$ cat src/rtl/i17998_logic_cone.sv
// i17998_logic_cone: fixed-function sequential cone that drives net I17998.
// Front end:   a = ~(N0 & N1), b = ~(N2 | N3), c = a ^ N4
// State chain: q1 <= c, q2 <= b | q1, q3 <= q1 & ~q2 (sync active-high reset)
// Output:      out = q3 | (q2 & N4 & ~N0), combinational with no output flop
module i17998_logic_cone (
  input  logic N0,
  input  logic N1,
  input  logic N2,
  input  logic N3,
  input  logic N4,
  input  logic CK,
  input  logic reset,
  output logic out
);

  localparam int STAGES = 3;

  logic a, b, c;
  logic q2_n, n0_n, fwd_t;
  logic [STAGES-1:0] state_d, state_q;

  // Front end: NAND / NOR / XOR
  nand g_a (a, N0, N1);
  nor  g_b (b, N2, N3);
  xor  g_c (c, a, N4);

  // Next state. Every flop samples the pre-edge state, so all three update together.
  assign state_d[0] = c;
  or   g_d2  (state_d[1], b, state_q[0]);
  not  g_nq2 (q2_n, state_q[1]);
  and  g_d3  (state_d[2], state_q[0], q2_n);

  // State flops, each with its own reset mux
  for (genvar i = 0; i < STAGES; i++) begin : g_ff
    i17998_logic_cone_dff u_dff (
      .clk_i (CK),
      .rst_i (reset),
      .d_i   (state_d[i]),
      .q_o   (state_q[i])
    );
  end

  // Output gate. The N4 & ~N0 term reaches out with zero latency, gated by q2.
  not g_n0n (n0_n, N0);
  and g_fwd (fwd_t, state_q[1], N4, n0_n);
  or  g_out (out, state_q[2], fwd_t);

endmodule

// D flop with a synchronous active-high reset mux in front of it
module i17998_logic_cone_dff (
  input  logic clk_i,
  input  logic rst_i,
  input  logic d_i,
  output logic q_o
);

  logic q_d, q_q;

  // Reset has priority over the data input
  always_comb begin
    q_d = d_i;
    if (rst_i) q_d = 1'b0;
  end

  // Storage element
  always_ff @(posedge clk_i) begin
    q_q <= q_d;
  end

  assign q_o = q_q;

endmodule

$ cat config.mk
export PLATFORM = sky130hd
export DESIGN_NAME = i17998_logic_cone
export DESIGN_NICKNAME = d
export VERILOG_FILES = /design/src/rtl/i17998_logic_cone.sv
export SDC_FILE = /design/constraint.sdc
export NUM_CORES = 1
export LEC_CHECK = 0
export BUFFER_PORTS_ARGS = -buffer_cell sky130_fd_sc_hd__buf_4
export CAP_MARGIN = 15
export CORE_AREA = 2 2 39 41
export CTS_BUF_LIST = sky130_fd_sc_hd__clkbuf_4 sky130_fd_sc_hd__clkbuf_8
export CTS_CLUSTER_DIAMETER = 100
export CTS_CLUSTER_SIZE = 25
export DETAILED_ROUTE_END_ITERATION = 10
export DIE_AREA = 0 0 41 43
export PLACE_DENSITY_LB_ADDON = 0.12
export SETUP_SLACK_MARGIN = 0.05
export SLEW_MARGIN = 0
export SYNTH_ARGS = -nofsm -noshare
export SYNTH_HDL_FRONTEND = slang
export SYNTH_HIERARCHICAL = 1
export SYNTH_SLANG_ARGS = --single-unit
$ cat constraint.sdc
create_clock -name CK -period 1.7 [get_ports CK]
set_input_delay 0.425 -clock CK [delete_from_list [all_inputs] [get_ports CK]]
set_output_delay 0.425 -clock CK [all_outputs]
set_load 0.005 [all_outputs]
==> impl_metrics.tcl, run 1 <==
set metrics [dict create \
    dpl_cell_area_sq_um 211 \
    track_usage_pct 4.01 \
    design_area_sq_um 241 \
    finalPower_mw 0.249 \
    holdPathEnd "g_ff[2].u_dff/q_o" \
    path_max_fanout 2 \
    yosys_warnings 6 \
    max_freq_mhz 791 \
    row_count 14 \
    crit_arrival_ps 840 \
    min_delay_path_depth 2 \
    postCtsResizedCells 0 \
    finClkSkew_ps 1.13 \
    worstPathRequired_ps 1270 \
    worstReg2RegEnd "g_ff[1].u_dff/q_o" \
    grt_pass1_vias 115 \
    syn_nets 19 \
    fin_crit_ps 1260 \
    routedWlPerCell_um 7.10 \
    multi_input_area_sq_um 78.8 \
    ys_seq_elements 3 \
    cts_hold_buf 0 \
    critical_path_class "flip-flop to output port" \
    cts_root_buf "clkbuf_4" \
    finalMaxSlewViolations 0 \
    setup_slack_ps 436 \
    drt_iter0_drc 2 \
    die_area_sq_um 1760 \
    p_leak_nw 0.110 \
    peakVddDrop_uv 229 \
    reg2reg_from "g_ff[0].u_dff/q_o" \
    die_h_um 43 \
    clkSinkCount 3 \
    crit_slowest_cell "dfxtp_1" \
    worstSetupStartpointType "flip-flop" \
    clock_latency_ps 230 \
    firstDrtPassIters 2 \
    tns_ps 0 \
    rrSetupSlack_ps 1040 \
    drt_drc_violations_left 0 \
    hold_path_class "input port to flip-flop" \
    finalNonFillerCells 39 \
    grt_start_max_net_pins 4 \
    cts_buffers 3 \
    hp-start "reset" \
    ff2ff_path_depth 2 \
    fillerInstances 166 \
    startpoint "g_ff[1].u_dff/q_o" \
    layout.nets 31 \
    clkTransAtPathRegs_ps 40 \
    core_area_sq_um 1380 \
    gp_congestion 0.587 \
    finalCritPeriodShare_pct 74.3 \
    area_delta_synth_final_pct 73.9 \
    syn_avg_cell_area_sq_um 11.6 \
    seq_area_sq_um 60.1 \
    antennaDiodeCount 0 \
    cp-end-kind "output port" \
    antenna_left 0 \
    maxCapViolCount 0 \
    drive_above_1_share_pct 60.9 \
    start_util_pct 10.0 \
    synthCells 12 \
    postCtsSetupRepairBufs 0 \
    grt_pass1_wl_um 434 \
    grt_antenna_before_repair 0 \
    max-slew-margin-rel_pct 90.1 \
    clockBufferDepth 2 \
    vias 116 \
    drt-vias-per-instance 2.97 \
    tightest_slew_ps 148 \
    ys_seq_area_share_pct 43.2 \
    place_ws_ps 474 \
    setup-violations-final 0 \
    cp_cell_sequence "nand2_1, o21bai_1, buf_4" \
    hold_viol 0 \
    layout_common_cells "buf_4, clkbuf_4, nor2b_4, dfxtp_1" \
    largest_reg_flops 3 \
    worst_path_largest_cell_delay_ps 320 \
    layout_commonest_cell "buf_4" \
    overflow 0 \
    cts_tree "built" \
    status "finished, final reports clean" \
    io_buffers 7 \
    rsz0062_at_grt "no" \
    ys_types 6 \
    die_x_um 41 \
    drt-total-wl_um 277 \
    synth_area_sq_um 139 \
    dp.cells 35 \
    htreeDepth 1 \
    io_pins 8 \
    cellPowerDensity_nw_per_um2 1030 \
]
through the flow:
stage                     hold slack, ps  util, %
final                                414     17.5
after global routing                 412     17.5
after CTS                            404     17.5
after detailed placement             524     15.3
after global placement               530     15.3
after floorplan                      489        -
worst max-delay path, delay by kind of cell, from the launching register on:
| family | cells | cell delay [ps] |
|---|---|---|
| flops | 1 | 320 |
| buf+inv | 1 | 120 |
| simple gates | 1 | 50 |
| compound gates | 1 | 110 |
how the worst max path moves through the flow:
stage | end
finish | out
global route | out
CTS | out
floorplan | out
detailed placement | out
global placement | out
logic make-up (layout without fill, tap and decap cells):
family,count (synthesis),after routing,share of synthesized area (%)
xor gates and xnor gates,1,1,6.31
buffers and inverters,0,11,0
DFF,3,3,43.2
AOI/OAI and AO/OA,2,2,10.8
and+or+nand+nor,6,6,39.6
layout make-up:
type	instances	share of cell area (%)
multi-input cells	9	32.6
repair buffers	7	21.8
well taps	16	8.29
flip-flops and latches	3	24.9
clock buffers	4	12.4
where the power goes:
part / switching, mW / total [mW] / internal, mW
Combinational: 0.00992 / 0.0329 / 0.0230
Clock: 0.0354 / 0.139 / 0.104
Sequential: 0.00173 / 0.0774 / 0.0757
Total: 0.0470 / 0.249 / 0.202
layer usage:
metal | global-route usage [%] | vias up | routed length (um)
met4 | 4.00 | 0 | 0
met2 | 4.69 | 6 | 120
li1 | - | 59 | -
met1 | 4.15 | 51 | 113
met5 | 0 | - | 0
met3 | 3.14 | 0 | 43
Yosys cell counts:
library cell	number	share of area, %
xor2_1	1	6.3
nand2_1	2	5.4
nor2b_4	3	30
o21bai_1	2	11
nor2b_1	1	4.5
dfxtp_1	3	43
No activity file was read; power rests on OpenSTA's default activity.
==> run 2: changes to the inputs <==
ABC_AREA = 1   (was unset)
clock period = 1.05 ns   (was 1.7 ns; I/O delays follow)
==> run 2 against run 1 <==
Effect of this change:
- cell area is 5.2% higher
- clock power is 65% higher
- highest routed layer unchanged
- register-to-register slack worse by 620 ps
- sequential power is 61% higher
- die area stayed put
==> impl_metrics.tcl, run 2 <==
set metrics [dict create \
    status "finished, final reports clean" \
    io_pins 8 \
    path_max_fanout 2 \
    area_delta_synth_final_pct 82.9 \
    ys_seq_area_share_pct 43.2 \
    overflow 0 \
    worstSetupStartpointType "flip-flop" \
    clock_latency_ps 230 \
    async_flop_share_pct 0 \
    clkTransAtPathRegs_ps 30 \
    finalCritPeriodShare_pct 97.0 \
    synthTopCellsByCount "inv_1, nand2_1, dfxtp_1, nor2_2, nand3_1" \
    p_leak_nw 0.132 \
    clkSinkCount 3 \
    min_delay_path_depth 2 \
    io_buffers 7 \
    grt_pass1_wl_um 455 \
    drt-total-wl_um 284 \
    track_usage_pct 4.72 \
    multi_input_area_sq_um 60.1 \
    dpl_cell_area_sq_um 211 \
    firstDrtPassIters 4 \
    layout_common_cells "inv_1, buf_4, clkbuf_4" \
    largest_reg_flops 3 \
    startpoint "g_ff[1].u_dff/q_o" \
    cp-end-kind "output port" \
    syn_nets 28 \
    hold_viol 0 \
    yosys_warnings 6 \
    cts_tree "built" \
    clockBufferDepth 2 \
    combPwrFrac_pct 12.2 \
    drt_drc_violations_left 0 \
    layout.nets 40 \
    holdPathEnd "g_ff[1].u_dff/q_o" \
    finalNonFillerCells 48 \
    yosysMostFrequentCell "inv_1" \
    peakVddDrop_uv 353 \
    dp.cells 44 \
    worstPathRequired_ps 790 \
    rsz0062_at_grt "yes" \
    crit_arrival_ps 760 \
    critical_path_class "flip-flop to output port" \
    die_area_sq_um 1760 \
    dp_hpwl_um 227 \
    fin_util_pct 18.4 \
    seqPwrFrac_pct 31.0 \
    die_h_um 43 \
    synthTopCellsByArea "dfxtp_1, inv_1, nor2_2, nand2_1, nand3_1" \
    p_sw_mw 0.0844 \
    setup_slack_ps 31.0 \
    power.share.switching_pct 21.0 \
    fillerInstances 154 \
    core_area_sq_um 1380 \
    htreeDepth 1 \
    drt-vias-per-instance 3.08 \
    rrSetupSlack_ps 420 \
    fin_crit_ps 1020 \
    synth_area_leader_cell "dfxtp_1" \
    drive_above_1_share_pct 53.1 \
    antenna_left 0 \
    design_area_sq_um 254 \
    cts_root_buf "clkbuf_4" \
    gp_congestion 0.614 \
    synth_edf_count 0 \
    drt_iter0_drc 2 \
    grt_pass1_vias 137 \
    clkPwrFrac_pct 56.8 \
    seq_area_sq_um 61.3 \
    yosysTopAreaCellShare_pct 43.2 \
    internal_power_mw 0.318 \
    ys_types 7 \
    setup-violations-final 0 \
    cellPowerDensity_nw_per_um2 1580 \
    antennaDiodeCount 0 \
    grt_start_max_net_pins 4 \
    max_freq_mhz 981 \
    hold_path_class "input port to flip-flop" \
    die_x_um 41 \
    syn_avg_cell_area_sq_um 6.61 \
    maxCapViolCount 0 \
    synth_area_sq_um 139 \
    synthCells 21 \
    ys_seq_elements 3 \
    synth_ff_type "dfxtp_1" \
    hp-start "reset" \
    layout_commonest_cell "inv_1" \
    place_ws_ps 151 \
    start_util_pct 10.0 \
    routedWlPerCell_um 5.92 \
    grt_antenna_before_repair 0 \
    cts_hold_buf 0 \
    finClkSkew_ps 4.34 \
    max-slew-margin-rel_pct 91.0 \
    tightest_slew_ps 134 \
    row_count 14 \
    cts_buffers 3 \
    ff2ff_path_depth 4 \
    finalMaxSlewViolations 0 \
    worstReg2RegEnd "g_ff[1].u_dff/q_o" \
    vias 148 \
    reg2reg_from "g_ff[0].u_dff/q_o" \
]
[run 2: cell count changes after synthesis]
| cell | before | now |
|---|---|---|
| inv_1 | 0 | 7 |
| nor2_2 | 0 | 3 |
| nor2b_4 | 3 | 0 |
| nand2_1 | 2 | 4 |
| nand3_1 | 0 | 2 |
| o21bai_1 | 2 | 0 |
| nor2_1 | 0 | 1 |
| nor2b_1 | 1 | 0 |
| o21ai_0 | 0 | 1 |
| xor2_1 | 1 | 0 |
[run 2: layout make-up]
cell class | count | area share (%)
flip-flops and latches | 3 | 24.1
repair buffers | 7 | 22.2
well taps | 16 | 7.88
clock buffers | 4 | 11.8
inverters | 7 | 10.3
multi-input cells | 11 | 23.6
[run 2: kinds of logic (layout without fill, tap and decap cells)]
kind of cell	count (synthesis)	in the layout	synth area share (%)
compound gates	1	1	3.60
simple gates	10	10	34.2
flops	3	3	43.2
buf+inv	7	18	18.9
[run 2: worst max-delay path by stage]
stage           to  slack [ps]  depth (start not counted)
2_1_floorplan  out         350                          2
3_3_place_gp   out         160                          5
3_5_place_dp   out         150                          5
4_1_cts        out           5                          3
5_1_grt        out         -20                          3
6_report       out          30                          3
[run 2: routing by layer]
metal	GRT usage, %	vias to the layer above	part of all wire, %	routed length [um]
met4	8.00	0	0	0
li1	-	80	-	-
met1	3.86	60	43	123
met3	3.14	0	18	51
met5	0	-	0	0
met2	5.31	8	39	110
[run 2: power by group through the flow]
stage,logic [mW],clock network [mW],registers [mW]
after global placement,0.0456,0,0.126
after global routing,0.0557,0.250,0.125
final,0.0490,0.229,0.125
after detailed placement,0.0461,0,0.126
after CTS,0.0472,0.243,0.125
after floorplan,0.0190,0,0.125
[run 2: through the flow]
| stage | power [mW] | hold slack [ps] | setup TNS [ps] |
|---|---|---|---|
| global route | 0.431 | 211 | -15.1 |
| floorplan | 0.144 | 329 | 0 |
| global placement | 0.171 | 458 | 0 |
| CTS | 0.415 | 202 | 0 |
| detailed placement | 0.172 | 457 | 0 |
| finish | 0.403 | 211 | 0 |
[run 2: what timing repair did]
action                                  CTS  global route
resized for setup                         2             2
pin swaps                                 2             1
buffers inserted                          0             0
endpoints found under the setup margin    1             1
[run 2: worst max-delay path, cell delays in order, from the launching register on]
cell and delay (ps):
dfxtp_2 330, nand3_2 60, nand2_2 60, buf_6 80
==> run 3: changes to the inputs <==
ABC_CLOCK_PERIOD_IN_PS = 1050   (was unset)
PLACE_DENSITY = 0.3   (was unset)
PLACE_DENSITY_LB_ADDON = unset   (was 0.12)
==> run 3 against run 2 <==
Effect of this change:
- die area is the same
- sequential share of layout area stayed put
- combinational power is essentially flat
- critical endpoint unchanged
==> impl_metrics.tcl, run 3 (synthesis results as in run 2) <==
set metrics [dict create \
    status "finished, final reports clean" \
    htreeDepth 1 \
    cp-end-kind "output port" \
    clkPwrFrac_pct 56.1 \
    grt_start_max_net_pins 4 \
    die_h_um 43 \
    cts_root_buf "clkbuf_4" \
    row_count 14 \
    drt-vias-per-instance 2.96 \
    io_pins 8 \
    finalMaxSlewViolations 0 \
    start_util_pct 10.0 \
    layout_common_cells "inv_1, buf_4, clkbuf_4" \
    io_buffers 7 \
    fin_crit_ps 1010 \
    finalPower_mw 0.396 \
    multi_input_area_sq_um 60.1 \
    finClkSkew_ps 2.03 \
    fin_util_pct 18.4 \
    crit_arrival_ps 750 \
    p_sw_mw 0.0785 \
    routedWlPerCell_um 5.54 \
    drive_above_1_share_pct 53.1 \
    seq_area_sq_um 61.3 \
    path_max_fanout 2 \
    clockBufferDepth 2 \
    peakVddDrop_uv 343 \
    max_freq_mhz 987 \
    tightest_slew_ps 128 \
    hold_path_class "input port to flip-flop" \
    p_leak_nw 0.132 \
    grt_antenna_before_repair 0 \
    area_delta_synth_final_pct 82.9 \
    design_area_sq_um 254 \
    firstDrtPassIters 2 \
    setup-violations-final 0 \
    seqPwrFrac_pct 31.4 \
    rsz0062_at_grt "yes" \
    fillerInstances 154 \
    gp_congestion 0.630 \
    antenna_left 0 \
    combPwrFrac_pct 12.4 \
    grt_pass1_vias 126 \
    drt_drc_violations_left 0 \
    layout.nets 40 \
    maxCapViolCount 0 \
    dp_hpwl_um 234 \
    core_area_sq_um 1380 \
    clkSinkCount 3 \
    drt-total-wl_um 266 \
    largest_reg_flops 3 \
    overflow 0 \
    dpl_cell_area_sq_um 211 \
    clkTransAtPathRegs_ps 30 \
    internal_power_mw 0.318 \
    cts_tree "built" \
    track_usage_pct 5.02 \
    grt_pass1_wl_um 476 \
    worstPathRequired_ps 790 \
    critical_path_class "flip-flop to output port" \
    finalCritPeriodShare_pct 96.5 \
    antennaDiodeCount 0 \
    layout_commonest_cell "inv_1" \
    vias 142 \
    worstSetupStartpointType "flip-flop" \
    cts_buffers 3 \
    max-slew-margin-rel_pct 91.4 \
    die_area_sq_um 1760 \
    drt_iter0_drc 2 \
    die_x_um 41 \
    power.share.switching_pct 19.8 \
    clock_latency_ps 230 \
    hold_viol 0 \
    cellPowerDensity_nw_per_um2 1560 \
]
## run 3: cell counts in the layout (fill, tap and decap cells not counted)
Identical to the previous run, type by type.
## run 3: through the flow
| step | std cells | hold slack, ps | setup TNS (ps) | worst slack (ps) |
|---|---|---|---|---|
| 2_1_floorplan | 21 | 329 | 0 | 354 |
| 3_3_place_gp | 44 | 456 | 0 | 150 |
| 3_5_place_dp | 44 | 459 | 0 | 145 |
| 4_1_cts | 48 | 208 | 0 | 4.85 |
| 5_1_grt | 48 | 215 | -20.8 | -20.8 |
| 6_report | 48 | 216 | 0 | 36.5 |
## run 3: path summary, 6_finish.rpt
check | startpoint | end | slack [ps] | depth (start not counted)
worst max-delay path | g_ff[1].u_dff/q_o | out | 40 | 3
worst min-delay path | reset | g_ff[1].u_dff/q_o | 220 | 2
worst max register to register | g_ff[0].u_dff/q_o | g_ff[1].u_dff/q_o | 430 | 4
worst min register to register | g_ff[1].u_dff/q_o | g_ff[2].u_dff/q_o | 500 | 3
## run 3: metal layers
metal / share of wire, % / up-vias / wire (um) / GRT usage, %
met4: 0 / 0 / 0 / 8.00
met3: 13 / 0 / 34 / 4.71
li1: - / 80 / - / -
met1: 44 / 55 / 118 / 4.82
met5: 0 / - / 0 / 0
met2: 42 / 7 / 113 / 4.38
## run 3: power by group through the flow
stage	logic, mW	clock network [mW]	registers [mW]
floorplan	0.0190	0	0.125
finish	0.0493	0.222	0.125
detailed placement	0.0466	0	0.126
global route	0.0562	0.245	0.125
CTS	0.0478	0.233	0.125
global placement	0.0455	0	0.126
## run 3: what timing repair did
item / 4_1_cts / 5_1_grt
gates cloned: 0 / 0
setup buffers: 0 / 0
hold buffers: 0 / 0
endpoints found under the setup margin: 1 / 1
gates resized for setup: 2 / 2
pin swaps: 2 / 1
## run 3: worst max-delay path, stage by stage (launching register included)
cell and delay [ps]:
dfxtp_2 320, nand3_2 60, nand2_2 60, buf_6 80
## run 3: cell type report
| class | count | area share, % |
|---|---|---|
| flip-flops and latches | 3 | 24.1 |
| inverters | 7 | 10.3 |
| clock buffers | 4 | 11.8 |
| repair buffers | 7 | 22.2 |
| multi-input cells | 11 | 23.6 |
| well taps | 16 | 7.88 |
